`src/rtl/bios_loader.sv`:
```
// BIOS download writer: ioctl byte stream -> small FIFO -> paced single-cycle memory writes.
// The optional running byte checksum output is enabled by defining BIOS_LOADER_CHECKSUM_EN.
module bios_loader #(
  parameter logic [7:0]  LOAD_INDEX = 8'h00,
  parameter logic [15:0] BASE_ADDR  = 16'hE000,
  parameter int          LOAD_LEN   = 8192,
  parameter int          FIFO_DEPTH = 4
) (
  input  logic        clka,
  input  logic        resetn,
  input  logic        ioctl_download,
  input  logic [7:0]  ioctl_index,
  input  logic        ioctl_wr,
  input  logic [24:0] ioctl_addr,
  input  logic [7:0]  ioctl_dout,
  output logic        ioctl_wait,
  input  logic        cpu_en,
  input  logic [15:0] cpu_addr,
  output logic        cpu_hold,
  output logic        mem_en,
  output logic        mem_we,
  output logic [15:0] mem_addr,
  output logic [7:0]  mem_din,
  output logic        load_done,
  output logic        bios_valid,
  output logic        overflow
`ifdef BIOS_LOADER_CHECKSUM_EN
  ,
  output logic [7:0]  checksum
`endif
);

  localparam int AW = $clog2(FIFO_DEPTH);
  localparam int CW = AW + 1;
  localparam logic [24:0]   LEN_C  = 25'(LOAD_LEN);
  localparam logic [CW-1:0] FULL_C = CW'(FIFO_DEPTH);
  localparam logic [CW-1:0] WAIT_C = CW'(FIFO_DEPTH - 1);

  typedef enum logic [1:0] {IDLE, LOAD, DRAIN, DONE} state_t;
  typedef struct packed {
    logic [15:0] off;
    logic [7:0]  data;
  } entry_t;

  state_t        r_state, w_nxt;
  entry_t        r_fifo [FIFO_DEPTH];
  logic [AW-1:0] r_wp, r_rp;
  logic [CW-1:0] r_cnt, w_cnt_nxt;
  logic          r_dl_q, r_we, r_wait, r_bios_valid, r_ovf;
  logic [15:0]   r_addr;
  logic [7:0]    r_din;
  logic          w_empty, w_full, w_in_range, w_push, w_pop, w_drop, w_busy;
  entry_t        w_head;

  assign w_empty    = (r_cnt == '0);
  assign w_full     = (r_cnt == FULL_C);
  assign w_in_range = (ioctl_addr < LEN_C);
  assign w_push     = (r_state == LOAD) && ioctl_wr && w_in_range && !w_full;
  assign w_drop     = (r_state == LOAD) && ioctl_wr && w_in_range && w_full;
  assign w_pop      = ((r_state == LOAD) || (r_state == DRAIN)) && !w_empty;
  assign w_cnt_nxt  = r_cnt + CW'(w_push) - CW'(w_pop);
  assign w_head     = r_fifo[r_rp];

  // State register
  always_ff @(posedge clka or negedge resetn) begin
    if (!resetn) r_state <= IDLE;
    else         r_state <= w_nxt;
  end

  // Only a rising edge of ioctl_download starts a load, so a download that
  // re-asserts while draining is not picked up once IDLE is reached.
  always_comb begin
    w_nxt = r_state;
    unique case (r_state)
      IDLE:  if (ioctl_download && !r_dl_q && (ioctl_index == LOAD_INDEX)) w_nxt = LOAD;
      LOAD:  if (!ioctl_download) w_nxt = DRAIN;
      DRAIN: if (w_empty && !r_we) w_nxt = DONE;
      DONE:  w_nxt = IDLE;
      default: w_nxt = IDLE;
    endcase
  end

  // Memory port: owned by the loader outside IDLE, CPU pass-through otherwise
  always_comb begin
    w_busy    = (r_state != IDLE);
    load_done = (r_state == DONE);
    if (w_busy) begin
      mem_en   = r_we;
      mem_we   = r_we;
      mem_addr = r_addr;
    end else begin
      mem_en   = cpu_en;
      mem_we   = 1'b0;
      mem_addr = cpu_addr;
    end
  end

  assign cpu_hold   = w_busy;
  assign mem_din    = r_din;
  assign ioctl_wait = r_wait;
  assign bios_valid = r_bios_valid;
  assign overflow   = r_ovf;

  always_ff @(posedge clka) begin
    if (w_push) r_fifo[r_wp] <= {ioctl_addr[15:0], ioctl_dout};
  end

  always_ff @(posedge clka or negedge resetn) begin
    if (!resetn) begin
      r_dl_q       <= 1'b0;
      r_wp         <= '0;
      r_rp         <= '0;
      r_cnt        <= '0;
      r_we         <= 1'b0;
      r_addr       <= '0;
      r_din        <= '0;
      r_wait       <= 1'b0;
      r_bios_valid <= 1'b0;
      r_ovf        <= 1'b0;
    end else begin
      r_dl_q <= ioctl_download;
      r_cnt  <= w_cnt_nxt;
      r_we   <= w_pop;
      if (w_push) r_wp <= r_wp + 1'b1;
      if (w_pop) begin
        r_rp   <= r_rp + 1'b1;
        r_addr <= BASE_ADDR + w_head.off;
        r_din  <= w_head.data;
      end
      r_wait <= (w_nxt == LOAD) && (w_cnt_nxt >= WAIT_C);
      if (r_state == DONE) r_bios_valid <= 1'b1;
      if (w_drop)          r_ovf        <= 1'b1;
    end
  end

`ifdef BIOS_LOADER_CHECKSUM_EN
  logic [7:0] r_csum;

  // Summed at pop time; every pop becomes exactly one memory write next cycle
  always_ff @(posedge clka or negedge resetn) begin
    if (!resetn)                               r_csum <= '0;
    else if ((r_state == IDLE) && (w_nxt == LOAD)) r_csum <= '0;
    else if (w_pop)                            r_csum <= r_csum + w_head.data;
  end

  assign checksum = r_csum;
`endif

endmodule

```
`config.mk`:
```
export PLATFORM = sky130hd
export DESIGN_NAME = bios_loader
export DESIGN_NICKNAME = d
export VERILOG_FILES = /design/src/rtl/bios_loader.sv
export SDC_FILE = /design/constraint.sdc
export NUM_CORES = 1
export LEC_CHECK = 0
export ABC_AREA = 0
export ABC_CLOCK_PERIOD_IN_PS = 8300
export BUFFER_PORTS_ARGS = -buffer_cell sky130_fd_sc_hd__buf_4
export CAP_MARGIN = 40
export CORE_ASPECT_RATIO = 1.1
export CORE_UTILIZATION = 60
export CTS_BUF_LIST = sky130_fd_sc_hd__clkbuf_4 sky130_fd_sc_hd__clkbuf_8 sky130_fd_sc_hd__clkbuf_16
export DETAILED_ROUTE_END_ITERATION = 8
export MAX_ROUTING_LAYER = met4
export PLACE_DENSITY = 0.92
export SYNTH_ARGS = -nofsm -noshare
export SYNTH_HDL_FRONTEND = slang
export SYNTH_SLANG_ARGS = --single-unit
```
`constraint.sdc`:
```
create_clock -name clka -period 8.3 [get_ports clka]
set_input_delay 1.66 -clock clka [delete_from_list [all_inputs] [get_ports clka]]
set_output_delay 1.66 -clock clka [all_outputs]
set_load 0.005 [all_outputs]
```
==> results.yml <==
cts:
  clock_sinks: 134
  cts_tree: "built"
  ctsResizeCount: 0
  root_buffer: "clkbuf_8"
  post_cts_buffers: 0
  clkTransAtPathRegs_ns: 0.06
  cts_buffer_depth: 2
  htreeDepth: 4
  ctsHoldBuffers: 0
  tritoncts.num_buffers: 17
  clock_latency_ns: 0.52
route:
  finalWirelength_um: 10800
  drt-initial-drc-count: 88
  avgViaCountPerCell: 5.69
  wl_per_cell_um: 21.2
  wl_met1_um: 4060
  dr_total_vias: 2904
  top_layer: "met4"
  drt-pass1-iter-count: 4
  wl_met3_um: 511
  ant_nets: 0
  wl_met2_um: 6100
  drc_errors: 0
placed_design:
  placed_cell_area_sq_mm: 0.00633
  place_hpwl_um: 6670
  place_ws_ns: 3.88
  io_buffers: 92
  routabilityCongestion: 0.751
global_routing:
  grt_usage_pct: 25.8
  overflow: 0
  grt_max_degree: 39
  grt_pass1_vias: 3081
  grt_pass1_wl_um: 16500
  antenna_found_initial: 0
power_and_ir_drop:
  p_leak_nw: 2.72
  power_mw: 2.55
  irDropWorstVdd_v: 0.000232
  power_density_mw_per_mm2: 369
critical_path:
  crit_fanout: 7
  start_kind: "input port"
  cp-end-kind: "flop"
  cp.required_ns: 8.71
  cp.arrival_ns: 4.38
  critPathLaunch: "ioctl_addr[15]"
  reg2reg_depth: 15
  worstSetupPathType: "in -> reg"
  reg2reg_to: "ioctl_wait"
  r2r-start: "r_state[1]"
  r2r_slack_ns: 5.00
synth:
  ys_seq_elements: 134
  synthArstFlopShare_pct: 28.4
  yosysSeqAreaShare_pct: 69.9
  yosysWarnings: 0
  syn_avg_cell_area_sq_um: 19.9
  synth_flop_cell: "edfxtp_1"
  synth_edf_count: 96
  synth_cell_types: 37
  netlist_area_sq_mm: 0.00548
  syn_inst: 276
  synthesis.nets: 350
die:
  start_util_pct: 61.8
  die_area_sq_mm: 0.00952
  io_pins: 93
  die_h_um: 102
  die_x_um: 93.1
  core-area_sq_mm: 0.00887
  rows: 36
run_status:
  status: "finished clean"
sta:
  setup_viol: 0
  grt_setup_unrepaired: "no"
  tightest_slew_ns: 0.655
  max_freq_mhz: 252
  setup_ws_ns: 4.33
  slew_violations: 0
  fin_crit_ns: 3.97
  finClkSkew_ns: 0.0122
  fin_tns_setup_ns: 0
  hold_slack_ns: 0.470
  finalHoldViolCount: 0
  finalCritPeriodShare_pct: 47.8
  slew_headroom_pct: 56.4
cells_and_area:
  drive_above_1_share_pct: 48.7
  most-common-layout-cells: "buf_4 (96), edfxtp_1 (96), dfrtp_1 (37), mux2_2 (20), mux2_4 (18)"
  syn_to_final_growth_pct: 25.8
  diodes: 0
  layout.nets: 457
  fill_cells: 461
  final_cell_area_sq_mm: 0.00690
hold_path:
  holdPathEnd: "bios_valid"
  hp-start: "bios_valid"
  hold_depth: 1
  hold_class: "reg -> reg"
flow_run:
  max_cap_violations: 0
## logic make-up (layout without fill, tap and decap cells)
family                     count (synthesis)  in the layout  share of synthesized area (%)
AOI/OAI and AO/OA                         12             12                           1.53
xor gates and xnor gates                   6              6                          0.959
adders and majority gates                 12             12                           2.88
buffers and inverters                     24            144                           2.56
DFF                                      134            134                           69.9
muxes                                     62             62                           19.4
and+or+nand+nor                           26             26                           2.76
## power breakdown
group	switching, mW	internal [mW]
Combinational	0.366	0.557
Sequential	0.0976	0.814
Clock	0.284	0.428
## per-stage QoR
stage | utilization, % | instances
global placement | 70.5 | 475
CTS | 77.7 | 510
global route | 77.7 | 510
detailed placement | 71.3 | 478
finish | 77.7 | 510
floorplan | - | 276
## critical path, cell delays in order
cell and delay (ns):
buf_4 0.13, nor4_1 0.42, nand4_1 0.19, a21oi_2 0.30, inv_1 0.08, ha_1 0.29
inv_1 0.05, ha_1 0.13, inv_1 0.05, fa_1 0.38, xnor2_1 0.20, xnor2_1 0.16
a21oi_1 0.07, a211oi_1 0.26
## worst max path at each step
| stage | end | slack [ns] | cells past startpoint |
|---|---|---|---|
| 2_1_floorplan | ioctl_wait | 4.42 | 13 |
| 3_3_place_gp | ioctl_wait | 4.05 | 14 |
| 3_5_place_dp | ioctl_wait | 3.88 | 14 |
| 4_1_cts | mem_addr[4] | 4.31 | 5 |
| 5_1_grt | ioctl_wait | 4.18 | 14 |
| 6_report | ioctl_wait | 4.33 | 14 |
## area by class of cell
cell class | count | area (sq um) | area share (%)
flip-flops and latches | 134 | 3830 | 55.6
inverters | 13 | 51.3 | 0.744
multi-input cells | 118 | 1510 | 21.9
repair buffers | 99 | 791 | 11.5
clock buffers | 17 | 414 | 6.00
clock inverters | 15 | 156 | 2.27
well taps | 114 | 143 | 2.07
## metal layers
layer	up-vias	track usage, %
li1	1293	-
met3	15	6.77
met2	105	44.8
met5	-	-
met1	1491	28.9
met4	0	9.47
## registers in the layout, indices dropped and copies added, names as in the netlist
name,flops
r_fifo,96
r_addr,16
mem_din,8
r_cnt,3
r_rp,2
r_state,2
r_wp,2
bios_valid,1
ioctl_wait,1
overflow,1
r_dl_q,1
r_we,1
## cells in the mapped netlist, types with 3 or more instances
library cell | n | share of area [%]
and2_1 | 4 | 0.46
buf_6 | 4 | 0.82
dfrtp_1 | 38 | 17
edfxtp_1 | 96 | 53
ha_1 | 11 | 2.5
inv_1 | 12 | 0.82
mux2_2 | 20 | 4.1
mux2_4 | 18 | 4.9
mux4_1 | 7 | 3.4
mux4_2 | 17 | 7.0
nand2_1 | 6 | 0.41
nor2_1 | 3 | 0.21
nor4b_1 | 4 | 0.64
o21ai_0 | 3 | 0.27
xnor2_1 | 6 | 0.96
No activity file was read; power rests on OpenSTA's default activity.
